### config.mk
export PLATFORM = sky130hd
export DESIGN_NAME = seq_controller
export DESIGN_NICKNAME = d
export VERILOG_FILES = /design/src/rtl/seq_controller.sv
export SDC_FILE = /design/constraint.sdc
export NUM_CORES = 1
export LEC_CHECK = 0
export ABC_AREA = 0
export ABC_CLOCK_PERIOD_IN_PS = 2700
export BUFFER_PORTS_ARGS = -buffer_cell sky130_fd_sc_hd__buf_2
export CAP_MARGIN = 20
export CORE_AREA = 3 3 40 42
export CTS_BUF_LIST = sky130_fd_sc_hd__clkbuf_4 sky130_fd_sc_hd__clkbuf_8
export DETAILED_ROUTE_END_ITERATION = 10
export DIE_AREA = 0 0 43 45
export SKIP_LAST_GASP = 1
export SLEW_MARGIN = 25
export SYNTH_ARGS = -nofsm -noshare
export SYNTH_HDL_FRONTEND = slang
export SYNTH_SLANG_ARGS = --single-unit
### constraint.sdc
create_clock -name clk -period 2.7 [get_ports clk]
set_clock_uncertainty 0.1 [all_clocks]
set_input_delay 0.405 -clock clk [delete_from_list [all_inputs] [get_ports clk]]
set_output_delay 0.405 -clock clk [all_outputs]
set_load 0.01 [all_outputs]
### src/rtl/seq_controller.sv
// seq_controller: VeriRisc 8-phase sequencing controller with opcode decode,
// memory wait-state stalls, sticky halt/resume and illegal-opcode detection.
// Build option: define SEQCTL_TIMEOUT_EN to add the bus-timeout watchdog
// (stall counter plus sticky timeout port).
module seq_controller #(
  parameter int OPC_W          = 3,
  parameter int TIMEOUT_CYCLES = 16
) (
  input  logic             clk,
  input  logic             rst,
  input  logic [OPC_W-1:0] opcode,
  input  logic             zero,
  input  logic             mem_ready,
  input  logic             resume,
  output logic [2:0]       phase,
  output logic             sel,
  output logic             rd,
  output logic             ld_ir,
  output logic             inc_pc,
  output logic             halt,
  output logic             ld_pc,
  output logic             data_e,
  output logic             ld_ac,
  output logic             wr,
  output logic             halted,
  output logic             illegal
`ifdef SEQCTL_TIMEOUT_EN
  ,
  output logic             timeout
`endif
);

  typedef enum logic [2:0] {
    PH0 = 3'd0,
    PH1 = 3'd1,
    PH2 = 3'd2,
    PH3 = 3'd3,
    PH4 = 3'd4,
    PH5 = 3'd5,
    PH6 = 3'd6,
    PH7 = 3'd7
  } phase_t;

  localparam logic [2:0] OP_HLT = 3'd0;
  localparam logic [2:0] OP_SKZ = 3'd1;
  localparam logic [2:0] OP_ADD = 3'd2;
  localparam logic [2:0] OP_AND = 3'd3;
  localparam logic [2:0] OP_XOR = 3'd4;
  localparam logic [2:0] OP_LDA = 3'd5;
  localparam logic [2:0] OP_STO = 3'd6;
  localparam logic [2:0] OP_JMP = 3'd7;

  // Opcode classification; every class is qualified by op_legal so that an
  // illegal code never decodes as one of the eight real instructions.
  logic [2:0] op_low;
  logic       op_legal;
  logic       op_hlt;
  logic       op_skz;
  logic       op_sto;
  logic       op_jmp;
  logic       op_alu;

  phase_t phase_q, phase_d;
  logic   halted_q, halted_d;
  logic   illegal_q, illegal_d;
  logic   stall_phase;
  logic   waiting;
  logic   advance;

`ifdef SEQCTL_TIMEOUT_EN
  // Counter only needs to hold 0..TIMEOUT_CYCLES-1: the cycle that would
  // reach TIMEOUT_CYCLES forces the advance and clears it instead.
  localparam int CNT_W = (TIMEOUT_CYCLES > 1) ? $clog2(TIMEOUT_CYCLES) : 1;

  logic [CNT_W-1:0] stall_cnt_q, stall_cnt_d;
  logic             timeout_q, timeout_d;
  logic             expire;
`else
  // TIMEOUT_CYCLES only sizes the watchdog, which this build leaves out.
  logic unused_timeout_cfg;
  assign unused_timeout_cfg = (TIMEOUT_CYCLES > 0);
`endif

  assign op_low = opcode[2:0];

  // Codes 8 and above exist only when the opcode field is wider than 3 bits.
  generate
    if (OPC_W > 3) begin : g_wide_opc
      assign op_legal = ~|opcode[OPC_W-1:3];
    end else begin : g_narrow_opc
      assign op_legal = 1'b1;
    end
  endgenerate

  // Instruction class decode from the instantaneous opcode.
  always_comb begin
    op_hlt = op_legal && (op_low == OP_HLT);
    op_skz = op_legal && (op_low == OP_SKZ);
    op_sto = op_legal && (op_low == OP_STO);
    op_jmp = op_legal && (op_low == OP_JMP);
    op_alu = op_legal && ((op_low == OP_ADD) || (op_low == OP_AND) ||
                          (op_low == OP_XOR) || (op_low == OP_LDA));
  end

  // Next-state logic: phase advance, stall hold, halt/resume, sticky flags.
  always_comb begin
    // ph3 is the instruction fetch access; ph7 is the operand access for
    // instructions that actually touch memory in their last phase.
    stall_phase = (phase_q == PH3) || ((phase_q == PH7) && (op_alu || op_sto));
    waiting     = stall_phase && !mem_ready;

`ifdef SEQCTL_TIMEOUT_EN
    expire  = waiting && (stall_cnt_q == CNT_W'(TIMEOUT_CYCLES - 1));
    advance = !halted_q && (!waiting || expire);
`else
    advance = !halted_q && !waiting;
`endif

    phase_d = advance ? phase_t'(phase_q + 3'd1) : phase_q;

    // Resume is only honoured while already halted; halt entry at ph4 is
    // evaluated afterwards so it wins over a coincident resume.
    halted_d = halted_q;
    if (halted_q && resume) begin
      halted_d = 1'b0;
    end
    if (!halted_q && (phase_q == PH4) && op_hlt) begin
      halted_d = 1'b1;
    end

    illegal_d = illegal_q || (!halted_q && (phase_q == PH4) && !op_legal);

`ifdef SEQCTL_TIMEOUT_EN
    timeout_d = timeout_q || expire;
    if (advance) begin
      stall_cnt_d = '0;
    end else if (waiting) begin
      stall_cnt_d = stall_cnt_q + CNT_W'(1);
    end else begin
      stall_cnt_d = stall_cnt_q;
    end
`endif
  end

  // State registers; reset returns straight to ph0 and drops any pending access.
  always_ff @(posedge clk or posedge rst) begin
    if (rst) begin
      phase_q     <= PH0;
      halted_q    <= 1'b0;
      illegal_q   <= 1'b0;
`ifdef SEQCTL_TIMEOUT_EN
      timeout_q   <= 1'b0;
      stall_cnt_q <= '0;
`endif
    end else begin
      phase_q     <= phase_d;
      halted_q    <= halted_d;
      illegal_q   <= illegal_d;
`ifdef SEQCTL_TIMEOUT_EN
      timeout_q   <= timeout_d;
      stall_cnt_q <= stall_cnt_d;
`endif
    end
  end

  // Control decode from phase and opcode; everything is forced low while halted.
  always_comb begin
    sel    = 1'b0;
    rd     = 1'b0;
    ld_ir  = 1'b0;
    inc_pc = 1'b0;
    halt   = 1'b0;
    ld_pc  = 1'b0;
    data_e = 1'b0;
    ld_ac  = 1'b0;
    wr     = 1'b0;
    if (!halted_q) begin
      case (phase_q)
        PH0: begin
          sel = 1'b1;
        end
        PH1: begin
          sel = 1'b1;
          rd  = 1'b1;
        end
        PH2, PH3: begin
          sel   = 1'b1;
          rd    = 1'b1;
          ld_ir = 1'b1;
        end
        PH4: begin
          inc_pc = 1'b1;
          halt   = op_hlt;
        end
        PH5: begin
          rd = op_alu;
        end
        PH6: begin
          rd     = op_alu;
          inc_pc = op_skz && zero;
          ld_pc  = op_jmp;
          data_e = op_sto;
        end
        PH7: begin
          rd     = op_alu;
          ld_ac  = op_alu;
          ld_pc  = op_jmp;
          data_e = op_sto;
          wr     = op_sto;
        end
        default: begin
          sel = 1'b0;
        end
      endcase
    end
  end

  assign phase   = phase_q;
  assign halted  = halted_q;
  assign illegal = illegal_q;
`ifdef SEQCTL_TIMEOUT_EN
  assign timeout = timeout_q;
`endif

endmodule

==> out/qor.tcl <==
set qor(clk_root_buffer_cell) {sky130_fd_sc_hd__clkbuf_4}
set qor(rsz_0062_raised_after_global_routing) {false}
set qor(drive_above_1_share_pct) 38.6
set qor(max-clock-path-buffers) 2
set qor(period_minus_slack_ps) 2200
set qor(multi_input_gate_area_in_the_final_layout_sq_um) 308
set qor(yosys-top-cells-count) {sky130_fd_sc_hd__ha_1 (6), sky130_fd_sc_hd__nor2_1 (6), sky130_fd_sc_hd__dfrtp_1 (4), sky130_fd_sc_hd__inv_1 (4), sky130_fd_sc_hd__a21oi_1 (3)}
set qor(sequential_cell_area_sq_um) 100
set qor(synth_seq_area_share_pct) 23.1
set qor(total_non_filler_cell_area_in_the_finished_layout_sq_um) 574
set qor(postSynthRegisterBits) 4
set qor(p_int_uw) 331
set qor(synth_edf_count) 0
set qor(io_buffer_count) 20
set qor(synthToLayoutAreaGrowth_pct) 32.3
set qor(postSynthAreaPerCell_sq_um) 9.05
set qor(dp_hpwl_microns) 833
set qor(peak_freq_mhz) 454
set qor(timing.critical_path.fanout_max) 5
set qor(endpoint_kind) {output port}
set qor(initial_antenna_violation_count) 0
set qor(comb_power_share_pct) 67.3
set qor(route.detailed.vias_per_inst) 4.87
set qor(proportion_of_power_drawn_by_the_clock_network_pct) 11.9
set qor(cellLeakagePower_nw) 0.306
set qor(grt_pass1_vias) 394
set qor(final_net_count) 86
set qor(largest_net_degree_at_the_start_of_global_routing) 12
set qor(detail_route.iter0.violations) 3
set qor(antenna_cells_inserted) 0
set qor(worstSetupStartpointType) {flop}
set qor(die_area_sq_um) 1940
set qor(maxSlewViolCount) 0
set qor(crit_arrival_ps) 1700
set qor(setup.worst_path.class) {flop to output port}
set qor(initial_core_util_pct) 33.8
set qor(total_standard_cell_area_after_synthesis_sq_um) 434
set qor(netSwitchingFraction_pct) 44.6
set qor(floorplan.rows) 13
set qor(hold_class) {primary input to flop}
set qor(power_density_nw_per_um2) 1040
set qor(worst-r2r-cell-count) 5
set qor(synthDominantCellAreaShare_pct) 23.1
set qor(post_dp_cell_area_sq_um) 542
set qor(period_share_pct) 81.5
set qor(p_sw_uw) 267
set qor(cts_max_level) 1
set qor(routed_wire_length_per_instance_microns) 11.7
set qor(route.antenna.remaining_nets) 0
set qor(detailroute.via_count) 414
set qor(finalNonFillerCells) 85
set qor(status) {complete, no violations}
set qor(grt_util_all_layers_pct) 11.2
set qor(place.gp.congestion) 0.749
set qor(insertion_delay_of_the_later_clocked_pin_in_the_worst_skew_pair_ps) 230
set qor(filler_cell_count) 145
set qor(total_routed_length_microns) 995
set qor(timing.setup.tns_ps) 0
set qor(final_core_utilization_pct) 44.7
set qor(yosysWarningCount) 0
set qor(setup_viol) 0
set qor(post_synth_inst_count) 48
set qor(cts.reportedPaths.clkPinSlew_ps) 40
set qor(first_pass_iters) 3
set qor(required_ps) 2190
set qor(placedCellCount) 81
set qor(numClockSinks) 4
set qor(part_of_the_power_in_registers_pct) 20.8
set qor(grt_pass1_wl_microns) 1660
set qor(cts_buffers) 3
set qor(number_of_remaining_drc_errors) 0
set qor(final_hold_viol_count) 0
set qor(mappedNetlistNets) 62
set qor(die_w_microns) 43
set qor(io_pins) 22
set qor(core_area_sq_um) 1280
set qor(global_route_overflow) 0
set qor(floorplan_die_height_microns) 45
set qor(tritoncts) {yes}
set qor(min_path_cells) 2
set qor(yosys_most_used_dff) {sky130_fd_sc_hd__dfrtp_1}
set qor(vdd.ir_drop.worst_uv) 465
set qor(ys_top_cells_by_area) {sky130_fd_sc_hd__dfrtp_1 (23%), sky130_fd_sc_hd__ha_1 (17%), sky130_fd_sc_hd__a311oi_4 (6.1%)}
set qor(synthDominantAreaCellType) {sky130_fd_sc_hd__dfrtp_1}
set qor(max_cap_viol_count) 0
set qor(final.hold.worst_slack_ps) 256
set qor(ys_async_sr_fraction_pct) 100
set qor(synth_cell_type_count) 25
set qor(cts_resized) 0
==> through the flow <==
step | setup WS (ps) | power [mW]
floorplan | 764 | 0.401
global placement | 747 | 0.526
detailed placement | 695 | 0.530
CTS | 467 | 0.611
global route | 352 | 0.663
finish | 498 | 0.597
==> layer usage <==
layer | up-vias | share of wire (%) | wire length (microns) | GRT usage (%)
met5 | - | 0 | 0 | 0
met4 | 0 | 0 | 0 | 5.42
met3 | 0 | 9.5 | 95 | 2.79
met2 | 15 | 43 | 431 | 16.8
met1 | 186 | 47 | 468 | 15.0
li1 | 213 | - | - | -
==> critical path, stage by stage, from the launching register on <==
cell	delay [ps]
sky130_fd_sc_hd__dfrtp_1	410
sky130_fd_sc_hd__inv_1	110
sky130_fd_sc_hd__ha_1	240
sky130_fd_sc_hd__or3_1	370
sky130_fd_sc_hd__a21oi_1	150
sky130_fd_sc_hd__nor2_1	50
sky130_fd_sc_hd__buf_2	150
==> area by class of cell <==
| cell class | instances | area share (%) |
|---|---|---|
| clock buffers | 3 | 3.92 |
| inverters | 4 | 2.61 |
| multi-input cells | 38 | 53.6 |
| flip-flops and latches | 4 | 17.4 |
| well taps | 15 | 3.27 |
| repair buffers | 21 | 19.2 |
==> kinds of logic after synthesis <==
family | after synthesis | share of synthesized area [%]
buffers and inverters | 6 | 6.05
muxes | 3 | 8.07
DFF | 4 | 23.1
xor gates and xnor gates | 2 | 4.04
other | 1 | 0.864
AOI/OAI and AO/OA | 6 | 13.5
adders and majority gates | 6 | 17.3
and+or+nand+nor | 20 | 27.1
==> power by group through the flow <==
stage / Combinational [mW] / Sequential (mW) / Clock (mW)
2_1_floorplan: 0.274 / 0.127 / 0
3_3_place_gp: 0.403 / 0.123 / 0
3_5_place_dp: 0.404 / 0.126 / 0
4_1_cts: 0.410 / 0.125 / 0.0765
5_1_grt: 0.452 / 0.131 / 0.0803
6_report: 0.402 / 0.124 / 0.0713
==> repair_timing <==
item,CTS,global route
buffers inserted,0,0
hold buffers,1,0
endpoints found under the setup margin,0,0
endpoints found under the hold margin,4,0
==> registers in the layout, summed over array words and instances (netlist names) <==
register	cells
phase	3
halted	1
==> layout by cell type, fill, tap and decap left out, types with 2 or more instances in the layout <==
master                     netlist  routed
sky130_fd_sc_hd__buf_2           0      20
sky130_fd_sc_hd__nor2_1          6       6
sky130_fd_sc_hd__ha_1            6       6
sky130_fd_sc_hd__inv_1           4       4
sky130_fd_sc_hd__dfrtp_1         4       4
sky130_fd_sc_hd__a21oi_1         3       3
sky130_fd_sc_hd__clkbuf_4        0       3
sky130_fd_sc_hd__mux2i_1         2       2
sky130_fd_sc_hd__nand2b_1        2       2
sky130_fd_sc_hd__nor3_1          2       2
sky130_fd_sc_hd__xnor2_1         2       2
sky130_fd_sc_hd__nor4_1          2       2
==> worst paths after layout <==
| check | start | to | slack (ps) |
|---|---|---|---|
| max | phase[0]$_DFFE_PP0P_ | sel | 500 |
| max in group asynchronous | rst | halted$_DFFE_PP0P_ | 1850 |
| max reg2reg | phase[0]$_DFFE_PP0P_ | phase[1]$_DFFE_PP0P_ | 680 |
| min reg2reg | phase[1]$_DFFE_PP0P_ | phase[1]$_DFFE_PP0P_ | 500 |
| min | resume | halted$_DFFE_PP0P_ | 260 |
| min in group asynchronous | rst | phase[0]$_DFFE_PP0P_ | 500 |
Power figures use the tool's default switching activity.
